[config.mk]
export PLATFORM = sky130hd
export DESIGN_NAME = i2c_led_regs
export DESIGN_NICKNAME = d
export VERILOG_FILES = /design/src/rtl/i2c_led_regs.sv
export SDC_FILE = /design/constraint.sdc
export NUM_CORES = 1
export LEC_CHECK = 0
export ABC_AREA = 1
export BUFFER_PORTS_ARGS = -buffer_cell sky130_fd_sc_hd__buf_2
export CORE_AREA = 2 2 88 90
export DETAILED_ROUTE_END_ITERATION = 6
export DIE_AREA = 0 0 90 92
export PLACE_DENSITY = 0.89
export SYNTH_ARGS = -nofsm -noshare
export SYNTH_HDL_FRONTEND = slang
export SYNTH_SLANG_ARGS = --single-unit
[constraint.sdc]
create_clock -name clk -period 3.45 [get_ports clk]
set_input_delay 0 -clock clk [delete_from_list [all_inputs] [get_ports clk]]
set_output_delay 0 -clock clk [all_outputs]
set_load 0.005 [all_outputs]
[src/rtl/i2c_led_regs.sv]
// Register bank fed by the i2c slave byte stream: pointer byte, then auto-incrementing RGB triplets.
// Optional GLOBAL_BRIGHTNESS_EN adds a brightness register (pointer 8'hFF) and a registered scaling stage.
module i2c_led_regs #(
    parameter int NUM_LEDS = 3,
    parameter int IDX_W    = 8
) (
    input  logic                      clk,
    input  logic                      reset,
    input  logic                      addr_valid_i,
    input  logic                      data_valid_i,
    input  logic [7:0]                data_i,
    output logic [24*NUM_LEDS-1:0]    led_o,
    output logic                      commit_o,
    output logic                      frame_o,
    output logic [IDX_W-1:0]          idx_o
);

    typedef enum logic [1:0] {IDLE, PTR, DATA, DISCARD} state_t;

    localparam logic [IDX_W-1:0] LAST_IDX = IDX_W'(NUM_LEDS - 1);

    state_t                    r_state;
    state_t                    w_state_nxt;
    logic [IDX_W-1:0]          r_idx;
    logic [1:0]                r_cnt;
    logic [7:0]                r_b0;
    logic [7:0]                r_b1;
    logic [24*NUM_LEDS-1:0]    r_raw;
    logic                      r_commit;
    logic                      r_frame;

    logic                      w_byte;
    logic                      w_ptr_ok;
    logic                      w_ptr_bright;
    logic                      w_bsel;
    logic                      w_commit;

`ifdef GLOBAL_BRIGHTNESS_EN
    logic                      r_bsel;
    logic [7:0]                r_bright;
    logic [24*NUM_LEDS-1:0]    r_led_q;
    logic                      r_commit_q;
    logic                      r_frame_q;

    function automatic logic [7:0] scale(input logic [7:0] raw, input logic [7:0] br);
        logic [15:0] p;
        p = 16'(raw) * (16'(br) + 16'd1);
        return p[15:8];
    endfunction

    assign w_ptr_bright = (data_i == 8'hFF);
    assign w_bsel       = r_bsel;
`else
    assign w_ptr_bright = 1'b0;
    assign w_bsel       = 1'b0;
`endif

    // A start condition always wins over a byte arriving in the same cycle.
    assign w_byte   = data_valid_i && !addr_valid_i;
    assign w_ptr_ok = (32'(data_i) < 32'(NUM_LEDS));
    assign w_commit = (r_state == DATA) && w_byte && !w_bsel && (r_cnt == 2'd2);

    always_ff @(posedge clk or negedge reset) begin
        if (!reset) r_state <= IDLE;
        else        r_state <= w_state_nxt;
    end

    always_comb begin
        w_state_nxt = r_state;
        if (addr_valid_i) begin
            w_state_nxt = PTR;
        end else begin
            case (r_state)
                IDLE:    w_state_nxt = IDLE;
                PTR:     if (data_valid_i) w_state_nxt = (w_ptr_ok || w_ptr_bright) ? DATA : DISCARD;
                DATA:    if (data_valid_i && w_bsel) w_state_nxt = DISCARD;
                DISCARD: w_state_nxt = DISCARD;
                default: w_state_nxt = IDLE;
            endcase
        end
    end

    always_ff @(posedge clk or negedge reset) begin
        if (!reset) begin
            r_idx    <= '0;
            r_cnt    <= '0;
            r_b0     <= '0;
            r_b1     <= '0;
            r_raw    <= '0;
            r_commit <= 1'b0;
            r_frame  <= 1'b0;
`ifdef GLOBAL_BRIGHTNESS_EN
            r_bsel   <= 1'b0;
            r_bright <= 8'hFF;
`endif
        end else begin
            r_commit <= w_commit;
            r_frame  <= w_commit && (r_idx == LAST_IDX);
            if (addr_valid_i) begin
                r_cnt <= '0;
`ifdef GLOBAL_BRIGHTNESS_EN
                r_bsel <= 1'b0;
`endif
            end else if (r_state == PTR && data_valid_i) begin
                r_cnt <= '0;
                if (w_ptr_ok) begin
                    r_idx <= IDX_W'(data_i);
                end
`ifdef GLOBAL_BRIGHTNESS_EN
                else if (w_ptr_bright) begin
                    r_bsel <= 1'b1;
                end
`endif
            end else if (r_state == DATA && data_valid_i) begin
                if (w_bsel) begin
`ifdef GLOBAL_BRIGHTNESS_EN
                    r_bright <= data_i;
                    r_bsel   <= 1'b0;
`endif
                end else begin
                    case (r_cnt)
                        2'd0: begin r_b0 <= data_i; r_cnt <= 2'd1; end
                        2'd1: begin r_b1 <= data_i; r_cnt <= 2'd2; end
                        default: begin
                            r_cnt <= '0;
                            r_idx <= (r_idx == LAST_IDX) ? '0 : r_idx + 1'b1;
                        end
                    endcase
                    // Whole 24-bit word lands in one edge so no LED is ever half-updated.
                    for (int i = 0; i < NUM_LEDS; i++) begin
                        if (w_commit && r_idx == IDX_W'(i)) begin
                            r_raw[24*i +: 24] <= {r_b0, r_b1, data_i};
                        end
                    end
                end
            end
        end
    end

`ifdef GLOBAL_BRIGHTNESS_EN
    // Scaling stage: every channel is recomputed each cycle, so brightness writes need no commit.
    always_ff @(posedge clk or negedge reset) begin
        if (!reset) begin
            r_led_q    <= '0;
            r_commit_q <= 1'b0;
            r_frame_q  <= 1'b0;
        end else begin
            r_commit_q <= r_commit;
            r_frame_q  <= r_frame;
            for (int c = 0; c < 3*NUM_LEDS; c++) begin
                r_led_q[8*c +: 8] <= scale(r_raw[8*c +: 8], r_bright);
            end
        end
    end

    assign led_o    = r_led_q;
    assign commit_o = r_commit_q;
    assign frame_o  = r_frame_q;
`else
    assign led_o    = r_raw;
    assign commit_o = r_commit;
    assign frame_o  = r_frame;
`endif

    assign idx_o = r_idx;

endmodule

==> results.json, run 1 <==
{
  "fmax_ghz": 0.4834,
  "wirelength_mm": 9.099,
  "die_w_um": 90,
  "cts_setup_buffers": 0,
  "vias_per_cell": 5.051,
  "setup_tns_ps": 0,
  "ys_seq_area_share_pct": 61.58,
  "ys_ff_latch": 102,
  "synth_area_leaders": "dfrtp_1 62%, nand2_1 14%, o21ai_1 10%",
  "cts_made_buffers": 9,
  "dpl.hpwl_mm": 6.164,
  "vdd_drop_max_mv": 0.3098,
  "ys_types": 24,
  "rows": 32,
  "cts_sinks": 102,
  "crit_type": "register to register",
  "worstHoldPathType": "primary input to register",
  "synth_nets": 463,
  "cp_max_fo": 49,
  "post-route-drc-count": 0,
  "setup_viol": 0,
  "cp-startpoint": "idx_o[0]",
  "synth_cells": 447,
  "setup_ws_ps": 1382,
  "initial_core_util_pct": 55.66,
  "postCtsHoldBufs": 10,
  "synthToLayoutAreaGrowth_pct": 18.59,
  "die_area_um2": 8280,
  "dpl_worst_slack_ps": 1387,
  "r2r_start": "idx_o[0]",
  "grt_pass1_wl_mm": 14.99,
  "outcome": "completed",
  "vias": 3293,
  "slew_headroom_pct": 39.93,
  "met1_length_mm": 3.985,
  "syn_area_um2": 4145,
  "tightestPinTransition_ps": 897.9,
  "yosys.area.top_type": "dfrtp_1",
  "yosysTopAreaCellShare_pct": 61.58,
  "routed.top_layer": "met4",
  "worstPathCellList": "inv_1 -> ha_1 -> nand4_1 -> inv_2 -> nand2_2 -> nand2_1 -> o21ai_1",
  "finalInstanceArea_um2": 4916,
  "postPlaceCellArea_um2": 4632,
  "period_share_pct": 59.96,
  "wl_met2_mm": 4.440,
  "fp.dieH_um": 92,
  "fp.coreArea_um2": 7447,
  "htree_levels": 3,
  "drive_gt1_share_pct": 23.45,
  "io-pin-count": 94,
  "clockBufferDepth": 2,
  "dr.pass1.iters": 5,
  "crit_arrival_ps": 2300,
  "diodes": 0,
  "fin_util_pct": 66.01,
  "cts.clk_slew.worst_paths_ps": 100,
  "syn_avg_cell_area_um2": 9.273,
  "met3_length_um": 472,
  "power_density_nw_per_um2": 453.0,
  "grt_pass1_vias": 3151,
  "fin_skew_ps": 10.59,
  "startpoint_type": "register",
  "fin_nets": 561,
  "max_stage_delay_ps": 490,
  "cts_tree": "built",
  "yosys_warnings": 0,
  "maxCapViolations": 0,
  "worst_skew_pair.late_latency_ps": 370,
  "dr.first_iter.drc_count": 206,
  "grt_overflow": 0,
  "antenna_left": 0,
  "worstHoldStart": "data_i[4]",
  "antenna_found_initial": 0,
  "grt_usage_pct": 23.09,
  "avgRoutedWirePerCell_um": 13.96,
  "port_buffers": 93,
  "ctsResizeCount": 0,
  "grt_max_degree": 73,
  "clockRootBuffer": "clkbuf_8",
  "final_max_slew_viol_count": 0,
  "final.min_clock_period_ps": 2068,
  "power.leakage_uw": 0.002592,
  "cp-end-kind": "register",
  "gp_congestion": 0.8831,
  "critical_path.slowest_cell": "nand2_2",
  "rsz0062_at_grt": "false",
  "required_ps": 3680,
  "finalHoldViolCount": 0,
  "fill_cells": 629
}
-- sequential cells by signal, indices dropped and copies added, names as in the netlist --
signal    count
led_o        72
idx_o         8
r_b0          8
r_b1          8
r_cnt         2
r_state       2
commit_o      1
frame_o       1
-- final timing paths --
check	cells past startpoint	slack (ps)	end
setup / recovery	7	1380	led_o[69]
hold / removal	3	60	led_o[4]
setup reg to reg	7	1380	led_o[69]
hold reg to reg	2	490	led_o[12]
max in group asynchronous	3	2230	led_o[39]
min in group asynchronous	2	280	led_o[17]
-- placed cells by master (no fill, tap or decap), drive strengths merged --
| cell type | n |
|---|---|
| nand4 | 1 |
| dfrtp | 102 |
| o21bai | 1 |
| o21ai | 91 |
| clkinvlp | 2 |
| buf | 94 |
| nor2 | 18 |
| xor2 | 1 |
| ha | 4 |
| dlygate4sd3 | 10 |
| nand2 | 154 |
| nand3 | 16 |
| a21oi | 1 |
| clkbuf | 10 |
| nor3 | 2 |
| clkinv | 3 |
| inv | 40 |
-- area by class of cell --
cell class,count,area [um^2],area share (%)
flip-flops and latches,102,2552,51.92
clock inverters,6,46.29,0.9417
inverters,39,146.4,2.978
repair buffers,104,575.6,11.71
clock buffers,10,137.6,2.800
well taps,102,127.6,2.596
multi-input cells,289,1330,27.06
-- cell families after synthesis --
logic type,share of synthesized area [%]
simple gates,18.68
flops,61.58
buf+inv,6.399
compound gates,11.92
xor+xnor,0.2113
fa+ha+maj,1.207
-- worst max-delay path: cells and delay by family, from the launching register on --
kind	cells	cell delay [ps]
simple gates	3	940
flops	1	460
compound gates	1	100
fa+ha+maj	1	170
buf+inv	2	250
-- power breakdown --
group | switching (uW) | internal [uW] | total (uW)
sequential | 51.0 | 1230 | 1280
clock | 414 | 286 | 700
combinational | 156 | 93.3 | 250
total | 622 | 1610 | 2230
-- metal layers --
metal  GRT usage, %  vias to the layer above
li1               -                     1611
met1          30.20                     1566
met3          6.327                       18
met5              0                        -
met2          36.72                       98
met4          9.744                        0
-- synth_stat cells --
master,instances
nand4_1,1
nor3_1,2
ha_1,4
buf_4,2
inv_1,34
clkbuf_1,7
nand3_2,1
o21ai_2,4
o21ai_4,1
o21bai_1,1
nor2_1,15
buf_6,6
a21oi_1,1
buf_2,2
nand2_2,4
nand2_1,150
o21ai_1,84
o21ai_0,2
nor2_4,2
xor2_1,1
nand3_1,15
dfrtp_1,102
inv_2,5
nor2_2,1
-- per-stage QoR --
| stage | power, uW | std cells | hold slack [ps] |
|---|---|---|---|
| 2_1_floorplan | 1431 | 447 | -295.6 |
| 3_3_place_gp | 1525 | 626 | 159.2 |
| 3_5_place_dp | 1540 | 626 | 176.6 |
| 4_1_cts | 2238 | 652 | 45.32 |
| 5_1_grt | 2333 | 652 | 67.50 |
| 6_report | 2227 | 652 | 55.01 |
No activity file was read; power rests on OpenSTA's default activity.
==> run 2: changes to the inputs <==
--- a/config.mk
+++ b/config.mk
@@ -7,10 +7,10 @@
 export LEC_CHECK = 0
 export ABC_AREA = 1
 export BUFFER_PORTS_ARGS = -buffer_cell sky130_fd_sc_hd__buf_2
-export CORE_AREA = 2 2 88 90
+export CORE_AREA = 2 2 96 98
 export DETAILED_ROUTE_END_ITERATION = 6
-export DIE_AREA = 0 0 90 92
-export PLACE_DENSITY = 0.89
+export DIE_AREA = 0 0 98 100
+export PLACE_DENSITY = 0.8
 export SYNTH_ARGS = -nofsm -noshare
 export SYNTH_HDL_FRONTEND = slang
 export SYNTH_SLANG_ARGS = --single-unit
==> constraint.sdc (replaced) <==
create_clock -name clk -period 1.87 [get_ports clk]
set_input_delay 0 -clock clk [delete_from_list [all_inputs] [get_ports clk]]
set_output_delay 0 -clock clk [all_outputs]
set_load 0.005 [all_outputs]
==> results.json, run 2 (synthesized netlist as in run 1, its figures left out) <==
{
  "outcome": "completed",
  "finalHoldViolCount": 0,
  "fmax_ghz": 0.5983,
  "rrSetupSlack_ps": 200,
  "ctsResizeCount": 0,
  "grt_max_degree": 61,
  "finalInstanceArea_um2": 5049,
  "startpoint_type": "register",
  "dpl_worst_slack_ps": 225.0,
  "dpl.hpwl_mm": 6.626,
  "vdd_drop_max_mv": 0.4495,
  "final_max_slew_viol_count": 0,
  "die_w_um": 98,
  "required_ps": 2160,
  "fp.dieH_um": 100,
  "grt_usage_pct": 19.73,
  "antenna_found_initial": 0,
  "gp_congestion": 0.8291,
  "diodes": 0,
  "dr.pass1.iters": 4,
  "slew_headroom_pct": 68.20,
  "crit_arrival_ps": 1960,
  "htree_levels": 3,
  "cp-endpoint": "led_o[20]",
  "grt_pass1_vias": 3093,
  "worstHoldPathType": "primary input to register",
  "crit_type": "register to register",
  "fin_skew_ps": 11.84,
  "postPlaceCellArea_um2": 4721,
  "grt_overflow": 0,
  "avgRoutedWirePerCell_um": 14.00,
  "setup_tns_ps": 0,
  "period_share_pct": 89.38,
  "fin_nets": 568,
  "cts.clk_slew.worst_paths_ps": 100,
  "cts_sinks": 102,
  "postCtsHoldBufs": 10,
  "cts_tree": "built",
  "cts_setup_buffers": 0,
  "setup_viol": 0,
  "setup_ws_ps": 198.5,
  "r2r.worst_path.cells": 8,
  "vias_per_cell": 4.939,
  "maxCapViolations": 0,
  "cts_made_buffers": 9,
  "fp.coreArea_um2": 8890,
  "fin_util_pct": 56.79,
  "io-pin-count": 94,
  "largest_reg_flops": 72,
  "grt_pass1_wl_mm": 15.33,
  "r2r_start": "idx_o[0]",
  "cp-end-kind": "register",
  "final_cell_mix": "149 x nand2_1, 102 x dfrtp_1, 92 x buf_2",
  "initial_core_util_pct": 46.63,
  "rows": 35,
  "drive_gt1_share_pct": 24.42,
  "final_common_cell": "nand2_1",
  "worst_skew_pair.late_latency_ps": 360,
  "r2r_end": "led_o[20]",
  "antenna_left": 0,
  "final_cell_count_no_fill": 668,
  "port_buffers": 93,
  "rsz0062_at_grt": "false",
  "die_area_um2": 9800,
  "post-route-drc-count": 0,
  "dr.first_iter.drc_count": 170,
  "wirelength_mm": 9.355,
  "clockBufferDepth": 2,
  "power_density_nw_per_um2": 864.2,
  "dp_cells": 642,
  "clockRootBuffer": "clkbuf_8",
  "cp-startpoint": "idx_o[0]",
  "tightestPinTransition_ps": 477.0,
  "final.min_clock_period_ps": 1671,
  "cp_max_fo": 48,
  "vias": 3299,
  "power.leakage_uw": 0.002654,
  "synthToLayoutAreaGrowth_pct": 21.79
}
-- run 2: final cells by class --
class,instances,area (um^2)
clock buffer,9,123.9
clock inverter,7,103.9
fill,828,3841
inverter,39,146.4
multi-input combinational,289,1330
sequential,102,2552
tap,111,138.9
timing repair buffer,111,653.1
-- run 2: routing by layer --
layer  part of all wire (%)  vias to the layer above  GRT usage [%]
met5                      0                        -              0
met4                    1.3                        0          7.158
met3                    5.0                       10          3.273
met2                     49                       84          31.82
met1                     45                     1570          27.32
li1                       -                     1635              -
-- run 2: worst min path at each step --
stage / from / to / cells after the start
floorplan: reset / commit_o / 0
finish: data_i[4] / r_b1[4] / 3
CTS: data_i[4] / r_b1[4] / 3
global placement: reset / frame_o / 1
global route: data_i[4] / r_b1[4] / 3
detailed placement: reset / led_o[41] / 1
-- run 2: per-stage QoR --
stage | hold slack, ps | total power [uW]
CTS | 39.33 | 4414
detailed placement | -14.92 | 2856
global placement | -24.02 | 2846
finish | 49.85 | 4363
floorplan | -295.6 | 2640
global route | 64.76 | 4581
-- run 2: power breakdown --
part           internal [uW]  switching (uW)  total, uW
logic                    180             286        466
clock network            772             766       1540
registers               2260            96.7       2360
-- run 2: critical path, cell delays in order, from the launching register on --
cell	delay, ps
dfrtp_1	470
inv_1	130
ha_1	210
nand2_1	60
nor2_1	50
nand2_2	50
buf_4	400
nand2_1	120
o21ai_1	100
==> run 3: changes to the inputs <==
--- a/config.mk
+++ b/config.mk
@@ -11,6 +11,7 @@
 export DETAILED_ROUTE_END_ITERATION = 6
 export DIE_AREA = 0 0 98 100
 export PLACE_DENSITY = 0.8
+export REMOVE_ABC_BUFFERS = 1
 export SYNTH_ARGS = -nofsm -noshare
 export SYNTH_HDL_FRONTEND = slang
 export SYNTH_SLANG_ARGS = --single-unit
==> results.json, run 3 (synthesized netlist as in run 1, its figures left out) <==
{
  "outcome": "completed",
  "io-pin-count": 94,
  "postCtsHoldBufs": 10,
  "cts.clk_slew.worst_paths_ps": 100,
  "cts_setup_buffers": 0,
  "grt_max_degree": 50,
  "finalHoldViolCount": 0,
  "crit_arrival_ps": 1840,
  "setup_tns_ps": 0,
  "diodes": 0,
  "dr.pass1.iters": 4,
  "power_density_nw_per_um2": 841.2,
  "worstHoldPathType": "primary input to register",
  "maxCapViolations": 0,
  "fp.coreArea_um2": 8890,
  "avgRoutedWirePerCell_um": 14.36,
  "initial_core_util_pct": 46.63,
  "grt_usage_pct": 20.19,
  "grt_overflow": 0,
  "setup_ws_ps": 285.5,
  "vias": 3419,
  "grt_pass1_wl_mm": 15.79,
  "period_share_pct": 84.73,
  "port_buffers": 93,
  "antenna_found_initial": 0,
  "antenna_left": 0,
  "post-route-drc-count": 0,
  "ctsResizeCount": 0,
  "final.min_clock_period_ps": 1585,
  "cts_sinks": 102,
  "tightestPinTransition_ps": 572.6,
  "dr.first_iter.drc_count": 249,
  "cp-end-kind": "register",
  "gp_congestion": 0.9522,
  "fin_nets": 568,
  "setup_viol": 0,
  "required_ps": 2120,
  "clockBufferDepth": 2,
  "power.leakage_uw": 0.002665,
  "rsz0062_at_grt": "false",
  "dpl_worst_slack_ps": 322.4,
  "htree_levels": 3,
  "vdd_drop_max_mv": 0.4006,
  "cp_max_fo": 10,
  "worst_skew_pair.late_latency_ps": 360,
  "largest_reg_flops": 72,
  "synthToLayoutAreaGrowth_pct": 21.82,
  "vias_per_cell": 5.118,
  "final_cell_mix": "149 x nand2_1, 102 x dfrtp_1, 92 x buf_2",
  "final_common_cell": "nand2_1",
  "fp.dieH_um": 100,
  "die_area_um2": 9800,
  "crit_type": "register to register",
  "cts_made_buffers": 9,
  "dpl.hpwl_mm": 6.782,
  "fmax_ghz": 0.6311,
  "cts_tree": "built",
  "wirelength_mm": 9.593,
  "startpoint_type": "register",
  "clockRootBuffer": "clkbuf_8",
  "rows": 35,
  "slew_headroom_pct": 61.83,
  "drive_gt1_share_pct": 24.42,
  "final_max_slew_viol_count": 0,
  "fin_skew_ps": 8.184,
  "grt_pass1_vias": 3235,
  "hold_ws_ps": 23.55,
  "die_w_um": 98
}
## run 3: cell types whose count changed in the layout (fill, tap and decap cells not counted), sizes merged
cell,previous run,this run
inv,42,41
clkinvlp,2,0
clkbuf,9,10
bufinv,2,1
clkinv,0,3
## run 3: cell type report
class	count	area (um^2)
multi-input cells	289	1330
well taps	111	138.9
clock inverters	6	66.31
repair buffers	111	678.2
flip-flops and latches	102	2552
inverters	39	146.4
fillers	788	3840
clock buffers	10	137.6
## run 3: worst max-delay path: stages (launching register included)
cell and delay, ps:
dfrtp_1 390, nand2_1 120, nor2_4 250, inv_2 180
o21ai_4 270, inv_2 140, nand2_1 100, nand2_1 50
## run 3: per-layer routing
metal / global-route usage [%] / vias up / routed length, um
li1: - / 1644 / -
met1: 27.60 / 1652 / 4345
met2: 32.61 / 113 / 4530
met3: 4.526 / 10 / 621
met4: 6.303 / 0 / 95
met5: 0 / - / 0
## run 3: final timing paths
check	startpoint	to	slack, ps	cells after the start
worst max-delay path	r_state[0]	idx_o[0]	290	7
worst min-delay path	data_i[4]	led_o[28]	20	3
worst max register to register	r_state[0]	idx_o[0]	290	7
worst min register to register	led_o[12]	led_o[12]	490	2
max in group asynchronous	reset	led_o[59]	1060	3
min in group asynchronous	reset	idx_o[5]	160	2
## run 3: stage by stage
step           std cells  total power [uW]  area, um^2  util, %
6_report             668              4248        5050    56.81
5_1_grt              668              4448        5050    56.81
4_1_cts              668              4289        5050    56.81
3_5_place_dp         642              2855        4746    53.38
3_3_place_gp         642              2844        4746    53.38
2_1_floorplan        430              2640        4026        -
## run 3: where the power goes
| group | total (uW) | internal [uW] | switching (uW) |
|---|---|---|---|
| registers | 2370 | 2260 | 102 |
| logic | 464 | 177 | 287 |
| clock network | 1420 | 664 | 755 |
